**src/rtl/ps2_rx.sv**
```systemverilog
// PS/2 device-to-host receiver: synchronizes and deglitches the PS/2 lines, deframes
// 11-bit frames and decodes E0/F0 prefixes into key events.
module ps2_rx #(
    parameter int unsigned FILTER  = 8,
    parameter int unsigned TIMEOUT = 4096
) (
    input  logic       clk_sys_i,
    input  logic       reset_i,
    input  logic       ps2_clk_i,
    input  logic       ps2_data_i,
    output logic [7:0] rx_byte_o,
    output logic       rx_strobe_o,
    output logic       rx_err_o,
    output logic [7:0] key_code_o,
    output logic       key_ext_o,
    output logic       key_released_o,
    output logic       key_strobe_o
);

    localparam int unsigned FW = (FILTER > 1) ? $clog2(FILTER) : 1;
    localparam int unsigned TW = (TIMEOUT > 1) ? $clog2(TIMEOUT) : 1;
    localparam logic [FW-1:0] FiltMax = FW'(FILTER - 1);
    localparam logic [TW-1:0] TmoMax  = TW'(TIMEOUT - 1);

    typedef enum logic [1:0] {StIdle, StData, StParity, StStop} state_e;

    logic          clk_s1_q, clk_s2_q, data_s1_q, data_s2_q;
    logic          filt_q, filt_d;
    logic [FW-1:0] filt_cnt_q, filt_cnt_d;
    logic          fall;
    state_e        state_q, state_d;
    logic [2:0]    bit_cnt_q, bit_cnt_d;
    logic [7:0]    shift_q, shift_d;
    logic          par_q, par_d;
    logic [TW-1:0] tmo_q, tmo_d;
    logic          abort;
    logic [7:0]    rx_byte_q, rx_byte_d;
    logic          rx_strobe_q, rx_strobe_d, rx_err_q, rx_err_d;
    logic          ext_pend_q, ext_pend_d, rel_pend_q, rel_pend_d;
    logic [7:0]    key_code_q, key_code_d;
    logic          key_ext_q, key_ext_d, key_rel_q, key_rel_d, key_strobe_q, key_strobe_d;

    // Glitch filter: the synchronized clock must differ from filt_q for FILTER samples.
    always_comb begin
        filt_d     = filt_q;
        filt_cnt_d = '0;
        fall       = 1'b0;
        if (clk_s2_q != filt_q) begin
            if (filt_cnt_q == FiltMax) begin
                filt_d = clk_s2_q;
                fall   = filt_q;
            end else begin
                filt_cnt_d = filt_cnt_q + 1'b1;
            end
        end
    end

    always_comb begin
        state_d     = state_q;
        bit_cnt_d   = bit_cnt_q;
        shift_d     = shift_q;
        par_d       = par_q;
        rx_byte_d   = rx_byte_q;
        rx_strobe_d = 1'b0;
        rx_err_d    = 1'b0;
        abort       = 1'b0;

        if (fall || state_q == StIdle) begin
            tmo_d = '0;
        end else if (tmo_q != TmoMax) begin
            tmo_d = tmo_q + 1'b1;
        end else begin
            tmo_d = tmo_q;
        end

        if (fall) begin
            unique case (state_q)
                StIdle: begin
                    if (!data_s2_q) begin
                        state_d   = StData;
                        bit_cnt_d = '0;
                    end
                end
                StData: begin
                    shift_d   = {data_s2_q, shift_q[7:1]};
                    bit_cnt_d = bit_cnt_q + 1'b1;
                    if (bit_cnt_q == 3'd7) begin
                        state_d = StParity;
                    end
                end
                StParity: begin
                    par_d   = data_s2_q;
                    state_d = StStop;
                end
                StStop: begin
                    state_d = StIdle;
                    if (data_s2_q && ((^shift_q) ^ par_q)) begin
                        rx_byte_d   = shift_q;
                        rx_strobe_d = 1'b1;
                    end else begin
                        rx_err_d = 1'b1;
                        abort    = 1'b1;
                    end
                end
            endcase
        end else if (state_q != StIdle && tmo_d == TmoMax) begin
            // A falling edge in the same cycle takes precedence over the timeout.
            state_d  = StIdle;
            rx_err_d = 1'b1;
            abort    = 1'b1;
        end
    end

    always_comb begin
        ext_pend_d   = ext_pend_q;
        rel_pend_d   = rel_pend_q;
        key_code_d   = key_code_q;
        key_ext_d    = key_ext_q;
        key_rel_d    = key_rel_q;
        key_strobe_d = 1'b0;
        if (abort) begin
            ext_pend_d = 1'b0;
            rel_pend_d = 1'b0;
        end else if (rx_strobe_q) begin
            unique case (rx_byte_q)
                8'hE0: ext_pend_d = 1'b1;
                8'hF0: rel_pend_d = 1'b1;
                8'h00, 8'hAA, 8'hEE, 8'hFA, 8'hFE, 8'hFF: begin
                    ext_pend_d = 1'b0;
                    rel_pend_d = 1'b0;
                end
                default: begin
                    key_code_d   = rx_byte_q;
                    key_ext_d    = ext_pend_q;
                    key_rel_d    = rel_pend_q;
                    key_strobe_d = 1'b1;
                    ext_pend_d   = 1'b0;
                    rel_pend_d   = 1'b0;
                end
            endcase
        end
    end

    always_ff @(posedge clk_sys_i) begin
        if (reset_i) begin
            clk_s1_q     <= 1'b1;
            clk_s2_q     <= 1'b1;
            data_s1_q    <= 1'b1;
            data_s2_q    <= 1'b1;
            filt_q       <= 1'b1;
            filt_cnt_q   <= '0;
            state_q      <= StIdle;
            bit_cnt_q    <= '0;
            shift_q      <= '0;
            par_q        <= 1'b0;
            tmo_q        <= '0;
            rx_byte_q    <= '0;
            rx_strobe_q  <= 1'b0;
            rx_err_q     <= 1'b0;
            ext_pend_q   <= 1'b0;
            rel_pend_q   <= 1'b0;
            key_code_q   <= '0;
            key_ext_q    <= 1'b0;
            key_rel_q    <= 1'b0;
            key_strobe_q <= 1'b0;
        end else begin
            clk_s1_q     <= ps2_clk_i;
            clk_s2_q     <= clk_s1_q;
            data_s1_q    <= ps2_data_i;
            data_s2_q    <= data_s1_q;
            filt_q       <= filt_d;
            filt_cnt_q   <= filt_cnt_d;
            state_q      <= state_d;
            bit_cnt_q    <= bit_cnt_d;
            shift_q      <= shift_d;
            par_q        <= par_d;
            tmo_q        <= tmo_d;
            rx_byte_q    <= rx_byte_d;
            rx_strobe_q  <= rx_strobe_d;
            rx_err_q     <= rx_err_d;
            ext_pend_q   <= ext_pend_d;
            rel_pend_q   <= rel_pend_d;
            key_code_q   <= key_code_d;
            key_ext_q    <= key_ext_d;
            key_rel_q    <= key_rel_d;
            key_strobe_q <= key_strobe_d;
        end
    end

    assign rx_byte_o      = rx_byte_q;
    assign rx_strobe_o    = rx_strobe_q;
    assign rx_err_o       = rx_err_q;
    assign key_code_o     = key_code_q;
    assign key_ext_o      = key_ext_q;
    assign key_released_o = key_rel_q;
    assign key_strobe_o   = key_strobe_q;

endmodule

```
**config.mk**
```make
export PLATFORM = sky130hd
export DESIGN_NAME = ps2_rx
export DESIGN_NICKNAME = d
export VERILOG_FILES = /design/src/rtl/ps2_rx.sv
export SDC_FILE = /design/constraint.sdc
export NUM_CORES = 1
export LEC_CHECK = 0
export CAP_MARGIN = 20
export CORE_MARGIN = 3
export CORE_UTILIZATION = 60
export DETAILED_ROUTE_END_ITERATION = 10
export GPL_TIMING_DRIVEN = 0
export PLACE_DENSITY = 0.92
export SLEW_MARGIN = 20
export SYNTH_ARGS = -nofsm -noshare
export SYNTH_HDL_FRONTEND = slang
export SYNTH_SLANG_ARGS = --single-unit
```
**constraint.sdc**
```tcl
create_clock -name clk_sys_i -period 3.9 [get_ports clk_sys_i]
set_input_delay 0.78 -clock clk_sys_i [delete_from_list [all_inputs] [get_ports clk_sys_i]]
set_output_delay 0.78 -clock clk_sys_i [all_outputs]
set_load 0.01 [all_outputs]
```
==> results of run 1 <==
## worst register-to-register path, cell delays in order (launching register included)
cell,delay [ns]
dfxtp_1,0.42
ha_1,0.34
nand4_1,0.23
nor3_1,0.43
nand3_1,0.13
a21oi_1,0.23
nand3_2,0.18
nand3b_2,0.14
buf_6,0.17
mux2i_1,0.22
## per-stage QoR
step	std cells	hold slack, ns	setup slack, ns
CTS	381	0.414	1.35
floorplan	292	0.389	1.76
global route	381	0.430	1.11
global placement	365	0.392	1.45
finish	381	0.409	1.34
detailed placement	365	0.399	1.43
## metal layers
layer	vias up	global-route usage	part of all wire	routed length, µm
li1	1077	-	-	-
met1	1003	0.268	0.44	2390
met2	57	0.362	0.48	2620
met3	16	0.0845	0.051	275
met4	0	0.0981	0.024	129
met5	-	0	0	0
## state kept, by name (all words and copies together), names as in the netlist
signal	cells
bit_cnt_q	3
clk_s1_q	1
clk_s2_q	1
data_s1_q	1
data_s2_q	1
ext_pend_q	1
filt_cnt_q	3
filt_q	1
key_code_o	8
key_ext_o	1
key_released_o	1
key_strobe_o	1
par_q	1
rel_pend_q	1
rx_byte_o	8
rx_err_o	1
rx_strobe_o	1
shift_q	8
state_q	2
tmo_q	12
## cells in the final DEF, fill, tap and decap left out, drive strengths merged, types with 9 or more instances in the layout
cell	n
mux2i	20
nand2b	21
clkbuf	19
clkdlybuf4s50	23
nand3	12
xnor2	9
nor2	23
dfxtp	57
nor3	10
ha	9
nand2	33
a21oi	23
## worst max path at each step
stage / startpoint / end / slack (ns) / cells past startpoint
detailed placement: tmo_q[0] / key_code_o[5] / 1.43 / 9
floorplan: filt_cnt_q[0] / key_code_o[0] / 1.76 / 11
global placement: tmo_q[0] / key_code_o[1] / 1.45 / 9
global route: tmo_q[0] / key_code_o[2] / 1.11 / 9
CTS: tmo_q[0] / key_code_o[2] / 1.35 / 9
finish: tmo_q[0] / key_code_o[2] / 1.34 / 9
## cells by family (layout without fill, tap and decap cells)
logic type / Yosys count / count (layout) / share of synthesized area
mux: 21 / 21 / 0.0809
simple gates: 130 / 130 / 0.264
xor+xnor: 12 / 12 / 0.0455
compound gates: 41 / 41 / 0.0895
fa+ha+maj: 10 / 10 / 0.0469
flops: 57 / 57 / 0.437
buf+inv: 21 / 60 / 0.0364
## area by class of cell
type / count / area, µm²
buffer: 14 / 68.8
clock buffer: 10 / 138
clock inverter: 6 / 115
fill: 268 / 956
inverter: 7 / 26.3
multi-input combinational: 214 / 1380
sequential: 57 / 1140
tap: 50 / 62.6
timing repair buffer: 23 / 230
## where the power goes
part           total [µW]  internal (µW)  switching [µW]
registers             585            584            1.06
clock network         684            443             241
logic                18.1           7.89            10.2
==> flow_summary.yaml, run 1 <==
clock_tree:
  cts_resized: 0
  hold_buffers: 0
  cts_buffers: 9
  cts_max_level: 3
  tritoncts: "built"
  cts_setup_buffers: 0
  clk_latency_ns: 0.35
  cts_buffer_depth: 2
  cts_sinks: 57
  cts_root_buf: "clkbuf_8"
  clk_pin_slew_worst_paths_ns: 0.06
sta:
  setup_tns_ns: 0
  rsz0062_at_grt: "false"
  clock.fmax_ghz: 0.391
  skew_ns: 0.00982
  setup_viol: 0
  hold_viol_final: 0
  fin_crit_ns: 2.56
  period_share: 0.656
  max-slew-margin-rel: 0.593
  worst_slew_pin_slew_ns: 0.605
  drv_slew: 0
detailed_routing:
  vias: 2153
  drtIter0Drc: 109
  wire_per_inst_um: 14.2
  viasPerCell: 5.65
  first_pass_iters: 4
  ant_nets: 0
  post-route-drc-count: 0
  wirelength_mm: 5.41
die:
  die_w_um: 72
  dieArea_um2: 5180
  core_area_um2: 4120
  fp-row-count: 23
  initial_core_util: 0.635
  pin_count: 25
  die_h_um: 72
layout:
  antenna_cells: 0
  fin_util: 0.768
  flow.area_growth_from_synthesis_pct: 20.9
  nNetsFinal: 339
  finalInstanceArea_um2: 3160
  drive_gt1_frac: 0.0997
global_routing:
  gr-total-overflow: 0
  antenna_found_initial: 0
  grt_pass1_vias: 1981
  grt_pass1_wl_mm: 9.01
  grt_max_degree: 12
  gr-usage-all-layers: 0.225
critical_path:
  startpoint_type: "register"
  crit_chain: "ha_1, nand4_1, nor3_1, nand3_1, a21oi_1, nand3_2, nand3b_2, buf_6, mux2i_1"
  path_delay_family: "simple AND/OR/NAND/NOR gates"
  r2r-start: "tmo_q[0]"
  critPathCaptureType: "register"
  r2r_slack_ns: 1.34
  cpMaxStageDelayCell: "nor3_1"
  worstPathArrival_ns: 2.82
  r2r_end: "key_code_o[2]"
  cp_max_fo: 10
  cp_num_buf_inv: 1
  cp.required_ns: 4.16
  critPathKind: "reg -> reg"
  worstRegToRegCells: 9
  slowest_delay_ns: 0.43
place:
  gp_congestion: 0.924
  dp_hpwl_mm: 3.67
  dpl-instance-area_um2: 2910
  portBuffers: 23
yosys:
  async_flop_share: 0
  yosys-top-cells-count: "57 x dfxtp_1, 33 x nand2_1, 23 x a21oi_1, 23 x nor2_1, 21 x nand2b_1"
  synth.distinct_cells: 44
  netlist_area_um2: 2610
  yosysMostFrequentCell: "dfxtp_1"
  synthTopCellsByArea: "dfxtp_1 44%, mux2i_1 7.7%, nand2b_1 5.0%"
  synth_ff_type: "dfxtp_1"
  syn_inst: 292
  synth_top_area_cell: "dfxtp_1"
  synth_seq_cells: 57
  synth-seq-area-share: 0.437
  synth_edf_count: 0
  yosysWarningCount: 0
  syn_avg_cell_area_um2: 8.95
  synth_top_area_frac: 0.437
  synth_nets: 305
hold_path:
  hold-path-cell-count: 1
  hp-class: "reg -> reg"
  holdPathEnd: "data_s2_q"
  hp-start: "data_s1_q"
flow_run:
  maxCapViolations: 0
power:
  power_density_nw_per_um2: 408
  ir_drop_mv: 0.421
  power_uw: 1290
  leakage_uw: 0.00127
run_status:
  status: "finished clean"
Power figures use the tool's default switching activity.
==> run 2, diff against run 1 <==
--- a/config.mk
+++ b/config.mk
@@ -7,10 +7,10 @@
 export LEC_CHECK = 0
 export CAP_MARGIN = 20
 export CORE_MARGIN = 3
-export CORE_UTILIZATION = 60
+export CORE_UTILIZATION = 56
 export DETAILED_ROUTE_END_ITERATION = 10
 export GPL_TIMING_DRIVEN = 0
-export PLACE_DENSITY = 0.92
+export PLACE_DENSITY = 0.87
 export SLEW_MARGIN = 20
 export SYNTH_ARGS = -nofsm -noshare
 export SYNTH_HDL_FRONTEND = slang
==> constraint.sdc (replaced) <==
create_clock -name clk_sys_i -period 2.6 [get_ports clk_sys_i]
set_input_delay 0.52 -clock clk_sys_i [delete_from_list [all_inputs] [get_ports clk_sys_i]]
set_output_delay 0.52 -clock clk_sys_i [all_outputs]
set_load 0.01 [all_outputs]
==> flow_summary.yaml, run 2 (synthesized netlist as in run 1, its figures left out) <==
run_status:
  status: "finished clean"
place:
  dpl_worst_slack_ns: 0.162
  dp_hpwl_mm: 3.57
  portBuffers: 23
  gp_congestion: 0.898
  dpl-instance-area_um2: 2910
clock_tree:
  clk_latency_ns: 0.33
  hold_buffers: 0
  cts_root_buf: "clkbuf_8"
  cts_buffers: 9
  tritoncts: "built"
  cts_sinks: 57
  cts_setup_buffers: 0
  cts_max_level: 3
  cts_resized: 0
  cts_buffer_depth: 2
  clk_pin_slew_worst_paths_ns: 0.06
layout:
  regMostFlops: "tmo_q"
  nNetsFinal: 339
  finalInstanceArea_um2: 3120
  largest_reg_flops: 12
  fillers: 330
  drive_gt1_frac: 0.103
  final_common_cell: "dfxtp_1"
  fin_util: 0.701
  final_cell_mix: "57 x dfxtp_1, 33 x nand2_1, 23 x nor2_1, 23 x a21oi_1, 23 x clkdlybuf4s50_1"
  antenna_cells: 0
  flow.area_growth_from_synthesis_pct: 19.2
detailed_routing:
  drtIter0Drc: 163
  wire_per_inst_um: 13.6
  ant_nets: 0
  vias: 2150
  first_pass_iters: 4
  post-route-drc-count: 0
  wirelength_mm: 5.21
  viasPerCell: 5.63
die:
  die_w_um: 74.3
  core_area_um2: 4440
  pin_count: 25
  die_h_um: 74.3
  fp-row-count: 24
  dieArea_um2: 5520
  initial_core_util: 0.588
critical_path:
  slowest_delay_ns: 0.32
  cpMaxStageDelayCell: "dfxtp_1"
  startpoint_type: "register"
  r2r-start: "filt_cnt_q[0]"
  worstPathArrival_ns: 2.66
  crit_path_frequent_cell: "ha_1"
  critPathCaptureType: "register"
  crit_chain: "ha_1, ha_1, and3b_1, buf_2, nor3_1, o21ai_1, nor3_2, nand3_2, nand3b_2, buf_6, mux2i_1"
  critPathKind: "reg -> reg"
  cp_max_fo: 10
  cp.required_ns: 2.86
  crit_start: "filt_cnt_q[0]"
global_routing:
  gr-total-overflow: 0
  grt_max_degree: 11
  grt_pass1_vias: 1831
  gr-usage-all-layers: 0.201
  grt_pass1_wl_mm: 8.44
  antenna_found_initial: 0
power:
  power_density_nw_per_um2: 552
  ir_drop_mv: 0.334
  leakage_uw: 0.00125
sta:
  setup_viol: 0
  skew_ns: 0.00899
  hold_viol_final: 0
  period_share: 0.923
  fin_crit_ns: 2.40
  drv_slew: 0
  clock.fmax_ghz: 0.417
  max-slew-margin-rel: 0.667
  rsz0062_at_grt: "false"
  fin_ws_ns: 0.199
  setup_tns_ns: 0
  worst_slew_pin_slew_ns: 0.499
hold_path:
  hp-start: "clk_s1_q"
  hp-class: "reg -> reg"
flow_run:
  maxCapViolations: 0
## run 2: cell types whose count changed in the layout (fill, tap and decap cells not counted), moves of 2 or more
cell	before	now
bufinv_16	3	1
clkinv_2	0	2
clkinv_4	2	0
nor3_1	10	8
nor3_2	0	2
## run 2: power breakdown
group          leakage [µW]  switching, µW  internal (µW)
Combinational      0.000683           15.0           11.8
Clock              0.000102            328            486
Sequential         0.000460           1.72            877
Total               0.00125            344           1370
## run 2: critical path, delay by kind of cell, from the launching register on
kind,cells,cell delay (ns)
AND/OR/NAND/NOR,5,0.86
adder cells (fa/ha/maj),2,0.43
buffers and inverters,2,0.36
flip-flops,1,0.32
multiplexers,1,0.22
AO/OA/AOI/OAI,1,0.14
## run 2: layout make-up
type | count | area, µm² | share of cell area
clock buffer | 12 | 155 | 0.0498
tap | 52 | 65.1 | 0.0209
buffer | 14 | 68.8 | 0.0221
inverter | 7 | 26.3 | 0.00843
sequential | 57 | 1140 | 0.366
multi-input combinational | 214 | 1390 | 0.446
timing repair buffer | 23 | 230 | 0.0739
clock inverter | 3 | 40.0 | 0.0128
## run 2: metal layers
layer | GRT usage | vias to the layer above | wire length [µm]
met3 | 0.0459 | 13 | 212
met2 | 0.300 | 54 | 2430
li1 | - | 1069 | -
met5 | 0 | - | 0
met1 | 0.273 | 1014 | 2440
met4 | 0.105 | 0 | 133
## run 2: final timing paths
check                        to  slack, ns  cells after the start
setup reg to reg  key_code_o[3]       0.20                     11
setup / recovery  key_code_o[3]       0.20                     11
hold reg to reg        clk_s2_q       0.41                      1
hold / removal         clk_s2_q       0.41                      1
## run 2: through the flow
stage | total power, µW | hold slack [ns] | cells
2_1_floorplan | 915 | 0.389 | 292
3_3_place_gp | 924 | 0.392 | 367
3_5_place_dp | 925 | 0.395 | 367
4_1_cts | 1730 | 0.408 | 382
5_1_grt | 1770 | 0.416 | 382
6_report | 1720 | 0.407 | 382
